<file path="src/rtl/uart_irq_status.sv">
// UART interrupt status/mask block with a latency-1 register read port.
// Optional ISR_READ_CLEAR_EN: reading address 1 clears the ISR bits it returns.
module uart_irq_status #(
  parameter logic [15:0] FIFO_DEPTH = 16'd64,
  parameter logic [7:0]  TOUT_BITS  = 8'd32,
  parameter int unsigned IRQ_W      = 16
) (
  input  logic             clk,
  input  logic             rst,
  input  logic             p_IerWe_i,
  input  logic             p_IdrWe_i,
  input  logic             p_IsrWe_i,
  input  logic [IRQ_W-1:0] WrData_i,
  input  logic             p_Re_i,
  input  logic [2:0]       RdAddr_i,
  output logic [IRQ_W-1:0] RdData_o,
  output logic             p_RdValid_o,
  input  logic [15:0]      RxFifoCount_i,
  input  logic [15:0]      TxFifoCount_i,
  input  logic [15:0]      RxTriggerLevel_i,
  input  logic [15:0]      TxTriggerLevel_i,
  input  logic             p_RxByte_i,
  input  logic             p_BitTick_i,
  input  logic             p_RxOverflow_i,
  input  logic             p_ParityErr_i,
  input  logic             p_FrameErr_i,
  output logic [IRQ_W-1:0] InterruptMask_o,
  output logic [IRQ_W-1:0] InterruptState_o,
  output logic             p_Irq_o
);

  localparam int unsigned CNT_W = 8;
  localparam logic [IRQ_W-1:0] ISR_MASK = IRQ_W'(7'h7F);

  logic [IRQ_W-1:0] r_imr;
  logic [IRQ_W-1:0] r_isr;
  logic [IRQ_W-1:0] r_rd_data;
  logic             r_rd_valid;
  logic             r_irq;
  logic [CNT_W-1:0] r_cnt;
  logic             r_armed;
  logic             r_rtrig_d;
  logic             r_ttrig_d;
  logic             r_txempty_d;

  logic             w_rtrig;
  logic             w_ttrig;
  logic             w_txempty;
  logic [CNT_W-1:0] w_cnt_nxt;
  logic             w_armed_nxt;
  logic             w_tout_evt;
  logic [IRQ_W-1:0] w_set;
  logic [IRQ_W-1:0] w_clr;
  logic [IRQ_W-1:0] w_isr_nxt;
  logic [IRQ_W-1:0] w_imr_nxt;
  logic [5:0]       w_state;
  logic [IRQ_W-1:0] w_rd_mux;

  // FIFO level conditions feeding the edge detectors
  always_comb begin
    w_rtrig   = (RxTriggerLevel_i != 16'd0) && (RxFifoCount_i >= RxTriggerLevel_i);
    w_ttrig   = TxFifoCount_i < TxTriggerLevel_i;
    w_txempty = TxFifoCount_i == 16'd0;
  end

  // RX idle timeout: fires once per armed byte, byte clear beats a tick
  always_comb begin
    w_cnt_nxt = r_cnt;
    if (p_RxByte_i || (RxFifoCount_i == 16'd0)) begin
      w_cnt_nxt = '0;
    end else if (p_BitTick_i && (r_cnt < TOUT_BITS)) begin
      w_cnt_nxt = r_cnt + CNT_W'(1);
    end
    w_tout_evt  = r_armed && !p_RxByte_i && (w_cnt_nxt == TOUT_BITS);
    w_armed_nxt = r_armed;
    if (p_RxByte_i) begin
      w_armed_nxt = 1'b1;
    end else if (w_tout_evt) begin
      w_armed_nxt = 1'b0;
    end
  end

  // ISR/IMR next state; events beat clears, disables beat enables
  always_comb begin
    w_set    = '0;
    w_set[0] = w_rtrig & ~r_rtrig_d;
    w_set[1] = w_ttrig & ~r_ttrig_d;
    w_set[2] = p_RxOverflow_i;
    w_set[3] = p_ParityErr_i;
    w_set[4] = p_FrameErr_i;
    w_set[5] = w_txempty & ~r_txempty_d;
    w_set[6] = w_tout_evt;
    w_clr    = p_IsrWe_i ? WrData_i : '0;
`ifdef ISR_READ_CLEAR_EN
    if (p_Re_i && (RdAddr_i == 3'd1)) begin
      w_clr = w_clr | r_isr;
    end
`endif
    w_isr_nxt = ((r_isr & ~w_clr) | w_set) & ISR_MASK;
    w_imr_nxt = ((r_imr | (p_IerWe_i ? WrData_i : '0)) &
                 ~(p_IdrWe_i ? WrData_i : '0)) & ISR_MASK;
  end

  // Read mux
  always_comb begin
    w_state = {r_armed, w_rtrig, (TxFifoCount_i == FIFO_DEPTH), w_txempty,
               (RxFifoCount_i == FIFO_DEPTH), (RxFifoCount_i == 16'd0)};
    case (RdAddr_i)
      3'd0:    w_rd_mux = r_imr;
      3'd1:    w_rd_mux = r_isr;
      3'd2:    w_rd_mux = IRQ_W'(w_state);
      3'd3:    w_rd_mux = IRQ_W'(RxFifoCount_i);
      3'd4:    w_rd_mux = IRQ_W'(TxFifoCount_i);
      default: w_rd_mux = '0;
    endcase
  end

  always_ff @(posedge clk) begin
    if (!rst) begin
      r_imr       <= '0;
      r_isr       <= '0;
      r_rd_data   <= '0;
      r_rd_valid  <= 1'b0;
      r_irq       <= 1'b0;
      r_cnt       <= '0;
      r_armed     <= 1'b0;
      r_rtrig_d   <= 1'b0;
      r_ttrig_d   <= 1'b1;
      r_txempty_d <= 1'b1;
    end else begin
      r_imr       <= w_imr_nxt;
      r_isr       <= w_isr_nxt;
      r_rd_valid  <= p_Re_i;
      if (p_Re_i) begin
        r_rd_data <= w_rd_mux;
      end
      r_irq       <= |(r_isr & r_imr);
      r_cnt       <= w_cnt_nxt;
      r_armed     <= w_armed_nxt;
      r_rtrig_d   <= w_rtrig;
      r_ttrig_d   <= w_ttrig;
      r_txempty_d <= w_txempty;
    end
  end

  assign RdData_o         = r_rd_data;
  assign p_RdValid_o      = r_rd_valid;
  assign InterruptMask_o  = r_imr;
  assign InterruptState_o = r_isr;
  assign p_Irq_o          = r_irq;

endmodule

</file>
<file path="config.mk">
export PLATFORM = sky130hd
export DESIGN_NAME = uart_irq_status
export DESIGN_NICKNAME = d
export VERILOG_FILES = /design/src/rtl/uart_irq_status.sv
export SDC_FILE = /design/constraint.sdc
export NUM_CORES = 1
export LEC_CHECK = 0
export CAP_MARGIN = 20
export CORE_ASPECT_RATIO = 1.2
export CORE_MARGIN = 5
export CORE_UTILIZATION = 42
export CTS_BUF_LIST = sky130_fd_sc_hd__clkbuf_16
export CTS_CLUSTER_SIZE = 28
export DETAILED_ROUTE_END_ITERATION = 7
export PLACE_DENSITY = 0.81
export SLEW_MARGIN = 20
export SYNTH_ARGS = -nofsm -noshare
export SYNTH_HDL_FRONTEND = slang
export SYNTH_SLANG_ARGS = --single-unit
</file>
<file path="constraint.sdc">
create_clock -name clk -period 2 [get_ports clk]
set_input_delay 0.4 -clock clk [delete_from_list [all_inputs] [get_ports clk]]
set_output_delay 0.4 -clock clk [all_outputs]
set_load 0.05 [all_outputs]
</file>
==> impl_metrics.csv <==
group,metric,value,unit
setup_path,cp_max_fo,3,
layout,areaGrowthSynthToFinish,57.1,%
layout,n_antenna_cell,0,
layout,layout-drive-gt1-share,0.160,
synth,synth_top_area_cell,"dfxtp_1",
synth,synth_area_leaders,"dfxtp_1 (29%), ha_1 (13%), a21oi_1 (5.5%), buf_4 (5.0%), inv_1 (4.7%)",
sta,period_share,0.984,
placement,dp_hpwl,8.39,mm
global_route,grt_overflow,0,
clocking,postCtsSetupBuffers,0,
power_and_ir_drop,p_seq_frac,0.363,
sta,hold_ws,0.421,ns
hold_path,hold_path_class,"reg2reg",
sta,period_minus_slack,1.97,ns
die,die_h,103,um
sta,slew_viol_final,0,
die,die_x,87.5,um
placement,port_buffers,116,
routing,ant_nets,0,
routing,routed-via-count,3488,
clocking,ctsHoldBuffers,0,
synth,synthesis.area,0.00302,mm2
setup_path,critPathLaunchType,"input port",
die,core,0.00715,mm2
synth,async_flop_share,0,
power_and_ir_drop,powerDensity,554,mW/mm2
synth,synth_warnings,0,
sta,tightest_slew,0.524,ns
run_status,status,"finished, final reports clean",
placement,dp_slack,-0.476,ns
sta,fin_tns_setup,0,ns
power_and_ir_drop,clkPwrFrac,0.298,
routing,post_drt_wl_per_cell,17.3,um
global_route,grt_antenna_before_repair,0,
die,num_rows,34,
power_and_ir_drop,p_sw_frac,0.329,
flow_run,drv_cap,0,
clocking,clkLatencyLatePin,0.28,ns
sta,clock_skew,0.00658,ns
sta,finalSetupViolCount,0,
clocking,numCtsBuffers,5,
sta,setup_ws,0.0319,ns
sta,relSlewSlack,0.649,
synth,ys_seq_elements,44,
global_route,grt_util_all_layers,0.229,
die,ios,144,
clocking,clockRootBuffer,"clkbuf_16",
global_route,grt_pass1_vias,3617,
die,initial_core_util,0.423,
sta,max_freq,508,MHz
routing,firstDrtPassIters,5,
placement,place_area,0.00452,mm2
setup_path,timing.critical_path.required,2.18,ns
synth,syn_area_per_cell,7.92,um2
synth,yosysUniqueCellTypes,48,
routing,drtIter0Drc,265,
layout,fillers,571,
die,dieArea,0.00900,mm2
placement,place_congestion,0.960,
clocking,clkSinkCount,44,
synth,netlist.area_leader.share,0.291,
power_and_ir_drop,p_int,1.77,mW
clocking,clock_path_buffers,2,
setup_path,cp_data_arrival_time,2.15,ns
routing,drt-vias-per-instance,5.55,
power_and_ir_drop,combPwrFrac,0.339,
global_route,grt_max_degree,28,
global_route,grt_first_pass_wirelength,16.4,mm
power_and_ir_drop,p_sw,0.867,mW
layout,nets,664,
synth,synth_ff_type,"dfxtp_1",
clocking,htree_levels,2,
setup_path,critPathCaptureType,"register",
layout,fin_util,0.665,
clocking,clk_pin_slew,0.06,ns
synth,synthCells,382,
routing,drc,0,
synth,synth_edf_count,0,
routing,wl,10.9,mm
setup_path,path_class,"in2reg",
power_and_ir_drop,ir_drop,0.442,mV
clocking,cts_tree,"built",
layout,final_cell_area,0.00475,mm2
power_and_ir_drop,p_leak,2.12,nW
synth,synth_seq_area_share,0.291,
sta,hold_viol,0,
==> cells in the final DEF, fill, tap and decap left out, drive strengths merged, types with 5 or more instances in the layout <==
cell type      Yosys  routed
a211oi            18      18
a21oi             33      33
a22oi             12      12
buf               22      61
clkbuf            10       5
clkdlybuf4s50      0      91
conb               1      18
dfxtp             44      44
dlymetal6s2s       0       9
ha                32      32
inv               38      38
mux2i             13      13
nand2             34      34
nand3              6       6
nand4              7       7
nor2              31      31
nor2b              7       7
nor3               5       5
nor4              11      11
o21ai             17      17
==> synthesized netlist by cell type, drive strengths merged (6+ instances only) <==
master  number
nand4        7
nand2       34
ha          32
clkbuf      10
o21ai       17
inv         38
mux2i       13
nor2        31
a211oi      18
nor2b        7
a21oi       33
nand3        6
buf         22
a22oi       12
nor4        11
dfxtp       44
==> worst paths after layout <==
| check | depth (start not counted) | end | from | slack, ns |
|---|---|---|---|---|
| worst max-delay path | 7 | InterruptState_o[0] | RxFifoCount_i[14] | 0.03 |
| worst min-delay path | 1 | InterruptState_o[1] | r_ttrig_d | 0.42 |
| worst max register to register | 6 | InterruptState_o[6] | r_cnt[0] | 0.11 |
| worst min register to register | 1 | InterruptState_o[1] | r_ttrig_d | 0.42 |
==> area by class of cell <==
type,instances,area [um2],area share
timing repair buffer,164,1530,0.323
clock buffer,5,125,0.0263
tap,90,113,0.0237
multi-input combinational,285,1940,0.409
inverter,38,143,0.0300
clock inverter,2,12.5,0.00263
sequential,44,883,0.186
==> logic make-up (layout without fill, tap and decap cells) <==
family                   Yosys count  count (layout)  share of synthesized area
AND/OR/NAND/NOR                  119             119                      0.198
AO/OA/AOI/OAI                     99              99                      0.211
buffers and inverters             70             209                      0.112
flip-flops                        44              44                      0.291
adder cells (fa/ha/maj)           32              32                      0.132
multiplexers                      13              13                     0.0430
XOR/XNOR                           4               4                     0.0116
other                              1              18                    0.00124
==> stage by stage <==
stage                     power [mW]  instances
after floorplan                 1.43        399
after detailed placement        1.82        621
after global placement          1.80        621
after global routing            2.74        628
after CTS                       2.60        628
final                           2.63        628
==> state kept, by name, indices dropped and copies added (netlist names) <==
name	cells
r_txempty_d	1
r_rtrig_d	1
r_cnt	8
r_ttrig_d	1
p_Irq_o	1
r_armed	1
p_RdValid_o	1
InterruptMask_o	7
RdData_o	16
InterruptState_o	7
==> critical path, stage by stage <==
cell and delay (ns):
clkdlybuf4s50_1 0.50, ha_1 0.37, a21oi_1 0.16, a21boi_0 0.12
a311oi_2 0.28, o21ai_2 0.11, a32o_1 0.21
==> power groups by stage <==
| stage | logic [mW] | clock network, mW | registers [mW] |
|---|---|---|---|
| 2_1_floorplan | 0.345 | 0 | 1.09 |
| 3_3_place_gp | 0.829 | 0 | 0.973 |
| 3_5_place_dp | 0.849 | 0 | 0.974 |
| 4_1_cts | 0.855 | 0.789 | 0.955 |
| 5_1_grt | 0.949 | 0.830 | 0.961 |
| 6_report | 0.892 | 0.785 | 0.956 |
==> routing by layer <==
layer,GRT usage,up-vias,part of all wire
li1,-,1649,-
met1,0.246,1609,0.36
met2,0.430,180,0.52
met3,0.0344,50,0.069
met4,0.116,0,0.044
met5,0,-,0
==> timing repair <==
action | 4_1_cts | 5_1_grt
endpoints found under the hold margin | 0 | 0
setup endpoints to repair | 3 | 15
resized for setup | 5 | 22
pin swaps | 2 | 10
Note: power is estimated with default switching activity, not from simulation.
